--- config.mk ---
export PLATFORM = sky130hd
export DESIGN_NAME = freq_gen_ctrl
export DESIGN_NICKNAME = d
export VERILOG_FILES = /design/src/rtl/freq_gen_ctrl.sv
export SDC_FILE = /design/constraint.sdc
export NUM_CORES = 2
export LEC_CHECK = 0
export CORE_MARGIN = 2
export CORE_UTILIZATION = 55
export DETAILED_ROUTE_END_ITERATION = 8
export HOLD_SLACK_MARGIN = 0.06
export PLACE_DENSITY = 0.78
export SYNTH_ARGS = -nofsm -noshare
export SYNTH_HDL_FRONTEND = slang
export SYNTH_SLANG_ARGS = --single-unit
--- constraint.sdc ---
create_clock -name clk -period 8.7 [get_ports clk]
set_input_delay 0.87 -clock clk [delete_from_list [all_inputs] [get_ports clk]]
set_output_delay 0.87 -clock clk [all_outputs]
set_load 0.01 [all_outputs]
--- src/rtl/freq_gen_ctrl.sv ---
// Command sequencer for the square-wave generator: turns a divider + duty-percent
// request (single point or stepped sweep) into freq/duty update pulse pairs.
module freq_gen_ctrl #(
    parameter logic [31:0] INIT_DIVIDER   = 32'd1350,
    parameter logic [31:0] INIT_DUTY_HIGH = 32'd1350
) (
    input  logic        clk,
    input  logic        resetn,
    input  logic        cfg_valid,
    output logic        cfg_ready,
    input  logic        cfg_mode,
    input  logic [31:0] cfg_div_start,
    input  logic [31:0] cfg_div_stop,
    input  logic [31:0] cfg_div_step,
    input  logic [6:0]  cfg_duty_pct,
    input  logic [31:0] cfg_dwell,
    input  logic        abort,
    output logic [31:0] freq_divider,
    output logic        freq_update,
    output logic [31:0] duty_cycle_high,
    output logic        duty_update,
    output logic        busy,
    output logic        seq_done,
    output logic        cfg_err
);

    typedef enum logic [2:0] {IDLE, CALC, APPLY_F, APPLY_D, DWELL, DONE} state_t;

    state_t      state, state_nxt;
    logic        mode_r, dir_up, abort_pend, err_r;
    logic [31:0] cur, stop_r, step_r, dwell_r, dcnt;
    logic [6:0]  pct_r, rem;
    logic [5:0]  cnt;
    logic [39:0] quo;

    logic        accept, cfg_bad, at_stop, ge;
    logic [32:0] sum_up, diff_dn;
    logic [31:0] next_div;
    logic [7:0]  rem_sh;

    function automatic logic [39:0] duty_product(input logic [31:0] d, input logic [6:0] p);
        return ({8'd0, d} * {33'd0, p}) << 1;
    endfunction

    assign accept  = cfg_valid && (state == IDLE);
    assign cfg_bad = (cfg_div_start == 32'd0) || (cfg_duty_pct == 7'd0) || (cfg_duty_pct > 7'd99) ||
                     (cfg_mode && ((cfg_div_stop == 32'd0) || (cfg_div_step == 32'd0)));
    assign at_stop = (cur == stop_r);

    // 33-bit step arithmetic so neither direction can wrap past the stop point
    always_comb begin
        sum_up  = {1'b0, cur} + {1'b0, step_r};
        diff_dn = {1'b0, cur} - {1'b0, step_r};
        if (dir_up)
            next_div = (sum_up >= {1'b0, stop_r}) ? stop_r : sum_up[31:0];
        else
            next_div = (diff_dn[32] || (diff_dn[31:0] <= stop_r)) ? stop_r : diff_dn[31:0];
    end

    // one quotient bit per cycle: 40-bit dividend over the constant 100
    assign rem_sh = {rem, quo[39]};
    assign ge     = (rem_sh >= 8'd100);

    always_ff @(posedge clk or negedge resetn) begin
        if (!resetn) state <= IDLE;
        else         state <= state_nxt;
    end

    always_comb begin
        state_nxt = state;
        case (state)
            IDLE:    if (accept && !cfg_bad) state_nxt = CALC;
            CALC:    if (abort) state_nxt = IDLE;
                     else if (cnt == 6'd39) state_nxt = APPLY_F;
            APPLY_F: state_nxt = APPLY_D;
            APPLY_D: if (abort_pend || abort) state_nxt = IDLE;
                     else if (mode_r) state_nxt = DWELL;
                     else state_nxt = DONE;
            DWELL:   if (abort) state_nxt = IDLE;
                     else if (dcnt == 32'd0) state_nxt = at_stop ? DONE : CALC;
            DONE:    state_nxt = IDLE;
            default: state_nxt = IDLE;
        endcase
    end

    always_comb begin
        cfg_ready   = (state == IDLE);
        busy        = (state != IDLE);
        freq_update = (state == APPLY_F);
        duty_update = (state == APPLY_D);
        seq_done    = (state == DONE) && !abort;
        cfg_err     = err_r;
    end

    always_ff @(posedge clk or negedge resetn) begin
        if (!resetn) begin
            mode_r          <= 1'b0;
            dir_up          <= 1'b0;
            abort_pend      <= 1'b0;
            err_r           <= 1'b0;
            cur             <= '0;
            stop_r          <= '0;
            step_r          <= '0;
            dwell_r         <= '0;
            dcnt            <= '0;
            pct_r           <= '0;
            rem             <= '0;
            cnt             <= '0;
            quo             <= '0;
            freq_divider    <= INIT_DIVIDER;
            duty_cycle_high <= INIT_DUTY_HIGH;
        end else begin
            err_r      <= accept && cfg_bad;
            abort_pend <= (state == APPLY_F) && abort;
            case (state)
                IDLE: if (accept && !cfg_bad) begin
                    mode_r  <= cfg_mode;
                    dir_up  <= (cfg_div_stop >= cfg_div_start);
                    cur     <= cfg_div_start;
                    stop_r  <= cfg_div_stop;
                    step_r  <= cfg_div_step;
                    pct_r   <= cfg_duty_pct;
                    dwell_r <= cfg_dwell;
                    cnt     <= '0;
                    rem     <= '0;
                    quo     <= duty_product(cfg_div_start, cfg_duty_pct);
                end
                CALC: begin
                    cnt <= cnt + 6'd1;
                    quo <= {quo[38:0], ge};
                    rem <= 7'(ge ? rem_sh - 8'd100 : rem_sh);
                    if (state_nxt == APPLY_F) freq_divider <= cur;
                end
                APPLY_F: begin
                    // saturate rather than truncate; a zero duty would stall the generator
                    if (quo[39:32] != 8'd0)   duty_cycle_high <= '1;
                    else if (quo[31:0] == 0)  duty_cycle_high <= 32'd1;
                    else                      duty_cycle_high <= quo[31:0];
                end
                APPLY_D: dcnt <= (dwell_r == 32'd0) ? 32'd0 : dwell_r - 32'd1;
                DWELL: begin
                    if (dcnt != 32'd0) begin
                        dcnt <= dcnt - 32'd1;
                    end else if (!at_stop) begin
                        cur <= next_div;
                        cnt <= '0;
                        rem <= '0;
                        quo <= duty_product(next_div, pct_r);
                    end
                end
                default: ;
            endcase
        end
    end

endmodule

==> out/metrics.yaml <==
muxShareOfSynthArea: 0.02655
drc: 0
grtUsageTotal: 0.3843
drive_above_1_share: 0.2345
met1Wirelength_um: 48580
clk_pin_slew_ns: 0.06
crit_type: "reg2reg"
cts_buffer_depth: 3
worst_setup_path_end_kind: "flip-flop"
status: "finished, violations left"
synth_edf_count: 0
fmax_ghz: 0.1033
grt.overflow.total: 0
dp_cells: 5397
met2_length_um: 56140
tns_ns: -20.13
syn_area_mm2: 0.03417
syn-instance-count: 3993
grt_antenna_before_repair: 2
avgSynthCellArea_um2: 8.558
slowest_stage: "fa_1"
die_w_um: 253.3
syn_to_final_growth_pct: 30.26
rsz0062_at_grt: "yes"
fp.coreArea_mm2: 0.06160
die_area_mm2: 0.06414
fin_ws_ns: -0.9790
hold_viol: 0
rows: 91
synth_top_family_by_area: "adder cells"
start_util: 0.5547
dr_total_vias: 33950
synth_cell_types: 100
synth_warnings: 0
first_pass_iters: 6
cts_buffers: 38
finalMaxSlewViolations: 0
setup_violations: 32
ys_ff_latch: 291
max_stage_delay_ns: 0.57
clock-root-buffer: "clkbuf_16"
drt_iter0_drc: 3442
final_cell_mix: "621 x buf_4, 450 x nand2_1, 407 x inv_1, 292 x fa_1, 280 x dfrtp_1"
grt_first_pass_wirelength_um: 190700
portBuffers: 209
die_h_um: 253.3
drv_cap: 0
synth-compound-area-share: 0.1810
worstMarginPinSlew_ns: 1.153
wl_per_cell_um: 22.51
synth_xor_area_frac: 0.04486
hold_path.class: "in2async"
synthSimpleGateAreaFrac: 0.1845
relSlewSlack: 0.2293
path_common_cell: "fa_1"
period_minus_slack_ns: 9.679
htree_levels: 2
wl_um: 125000
cp.arrival_ns: 10.18
ys_seq_area_frac: 0.2135
timing.final.crit_share: 1.113
finClkSkew_ns: 0.03689
nets: 5406
grt_pass1_vias: 33930
ios: 210
critPathMaxFanout: 8
wl_met3_um: 11680
ys.flop_type: "dfrtp_1"
layout_commonest_cell: "buf_4"
hpwl_um: 92230
antenna_left: 0
n_fill_cell: 4584
cp.required_ns: 9.20
synth_fa_ha_area_frac: 0.2779
clk_latency_ns: 0.59
cts_tree: "built"
routed_via_density: 6.113
async_reset_ff_frac: 1.000
instances_no_fill: 5554
top_layer: "met5"
clock-sinks: 291
grt_max_degree: 181
dp_slack_ns: -1.153
mappedNetlistNets: 4712
place_congestion: 1.022
failed_checks: "setup timing"
cp-start-kind: "flip-flop"
## per-stage QoR
step / instance area [um^2] / utilization / hold slack, ns
2_1_floorplan: 34400 / - / 0.4568
3_3_place_gp: 41040 / 0.6662 / 0.4729
3_5_place_dp: 41040 / 0.6662 / 0.4845
4_1_cts: 43610 / 0.7080 / 0.2583
5_1_grt: 44510 / 0.7226 / 0.2824
6_report: 44510 / 0.7226 / 0.2455
## registers in the layout, indices dropped and copies added, names as in the netlist
name,cells
step_r,32
freq_divider,32
cur,32
pct_r,7
quo,40
dcnt,32
abort_pend,1
rem,7
dir_up,1
cnt,6
stop_r,32
mode_r,1
cfg_err,1
dwell_r,32
state,3
duty_cycle_high,32
## final cells by class
type                            instances  area (um^2)  area share
Timing Repair Buffer                  872         7272      0.1634
Antenna cell                            1        2.502  0.00005622
Tap cell                              837         1047     0.02353
Clock buffer                           52         1074     0.02412
Sequential cell                       291         7296      0.1639
Inverter                              418         1572     0.03531
Clock inverter                         17        177.7    0.003992
Multi-Input combinational cell       3066        26070      0.5857
## synthesized netlist by cell type, types with 44 or more instances
master	n	area (um^2)
nand2_1	462	1734
mux2_2	68	765.7
o21ai_0	246	1231
and2_1	185	1157
xor2_1	64	560.5
nand4_1	46	287.8
xnor2_1	111	972.2
nor2_1	211	792.0
ha_1	279	3491
a21oi_1	261	1306
a21o_1	66	495.5
nor4_1	64	400.4
nor3_1	85	425.4
nand3_1	44	220.2
fa_1	300	6006
dfrtp_1	281	7032
clkbuf_1	175	656.9
inv_1	417	1565
## path summary, 6_finish.rpt
kind                                       from                       to  slack (ns)  cells past startpoint
setup / recovery             cur[0]$_DFFE_PN0P_      quo[36]$_DFFE_PN0P_       -0.98                     43
hold / removal                           resetn    step_r[8]$_DFFE_PN0P_        0.25                      1
setup reg to reg             cur[0]$_DFFE_PN0P_      quo[36]$_DFFE_PN0P_       -0.98                     43
hold reg to reg            dcnt[30]$_DFFE_PN0P_     dcnt[30]$_DFFE_PN0P_        0.50                      2
max in group asynchronous                resetn  dwell_r[16]$_DFFE_PN0P_        6.25                      3
min in group clk           dcnt[30]$_DFFE_PN0P_     dcnt[30]$_DFFE_PN0P_        0.50                      2
## per-layer routing
| metal | global-route usage | vias to the layer above |
|---|---|---|
| met5 | 0 | - |
| met4 | 0.2260 | 4 |
| met3 | 0.07309 | 460 |
| met2 | 0.6032 | 1817 |
| met1 | 0.4960 | 16590 |
| li1 | - | 15070 |
## logic make-up (layout without fill, tap and decap cells)
kind of cell	after synthesis	count (layout)
AO/OA/AOI/OAI	949	949
XOR/XNOR	175	175
adder cells (fa/ha/maj)	579	579
buffers and inverters	636	1359
flip-flops	291	291
multiplexers	81	81
other	0	1
AND/OR/NAND/NOR	1282	1282
## what timing repair did
| action | in CTS | in global routing |
|---|---|---|
| buffers inserted | 58 | 36 |
| endpoints found under the hold margin | 0 | 0 |
| resized for setup | 193 | 139 |
| hold buffers | 0 | 0 |
| pin swaps | 169 | 75 |
| cloned | 0 | 1 |
| setup endpoints to repair | 33 | 34 |
## critical path, delay by kind of cell, from the launching register on
kind | cells | cell delay (ns)
fa+ha+maj | 8 | 3.06
compound gates | 14 | 2.97
simple gates | 10 | 1.84
buf+inv | 9 | 1.08
flops | 1 | 0.39
xor+xnor | 2 | 0.26
Power is left out: the tool's default activity adds up to more than one toggle a clock period on the data nets, which glitch-free logic cannot reach.
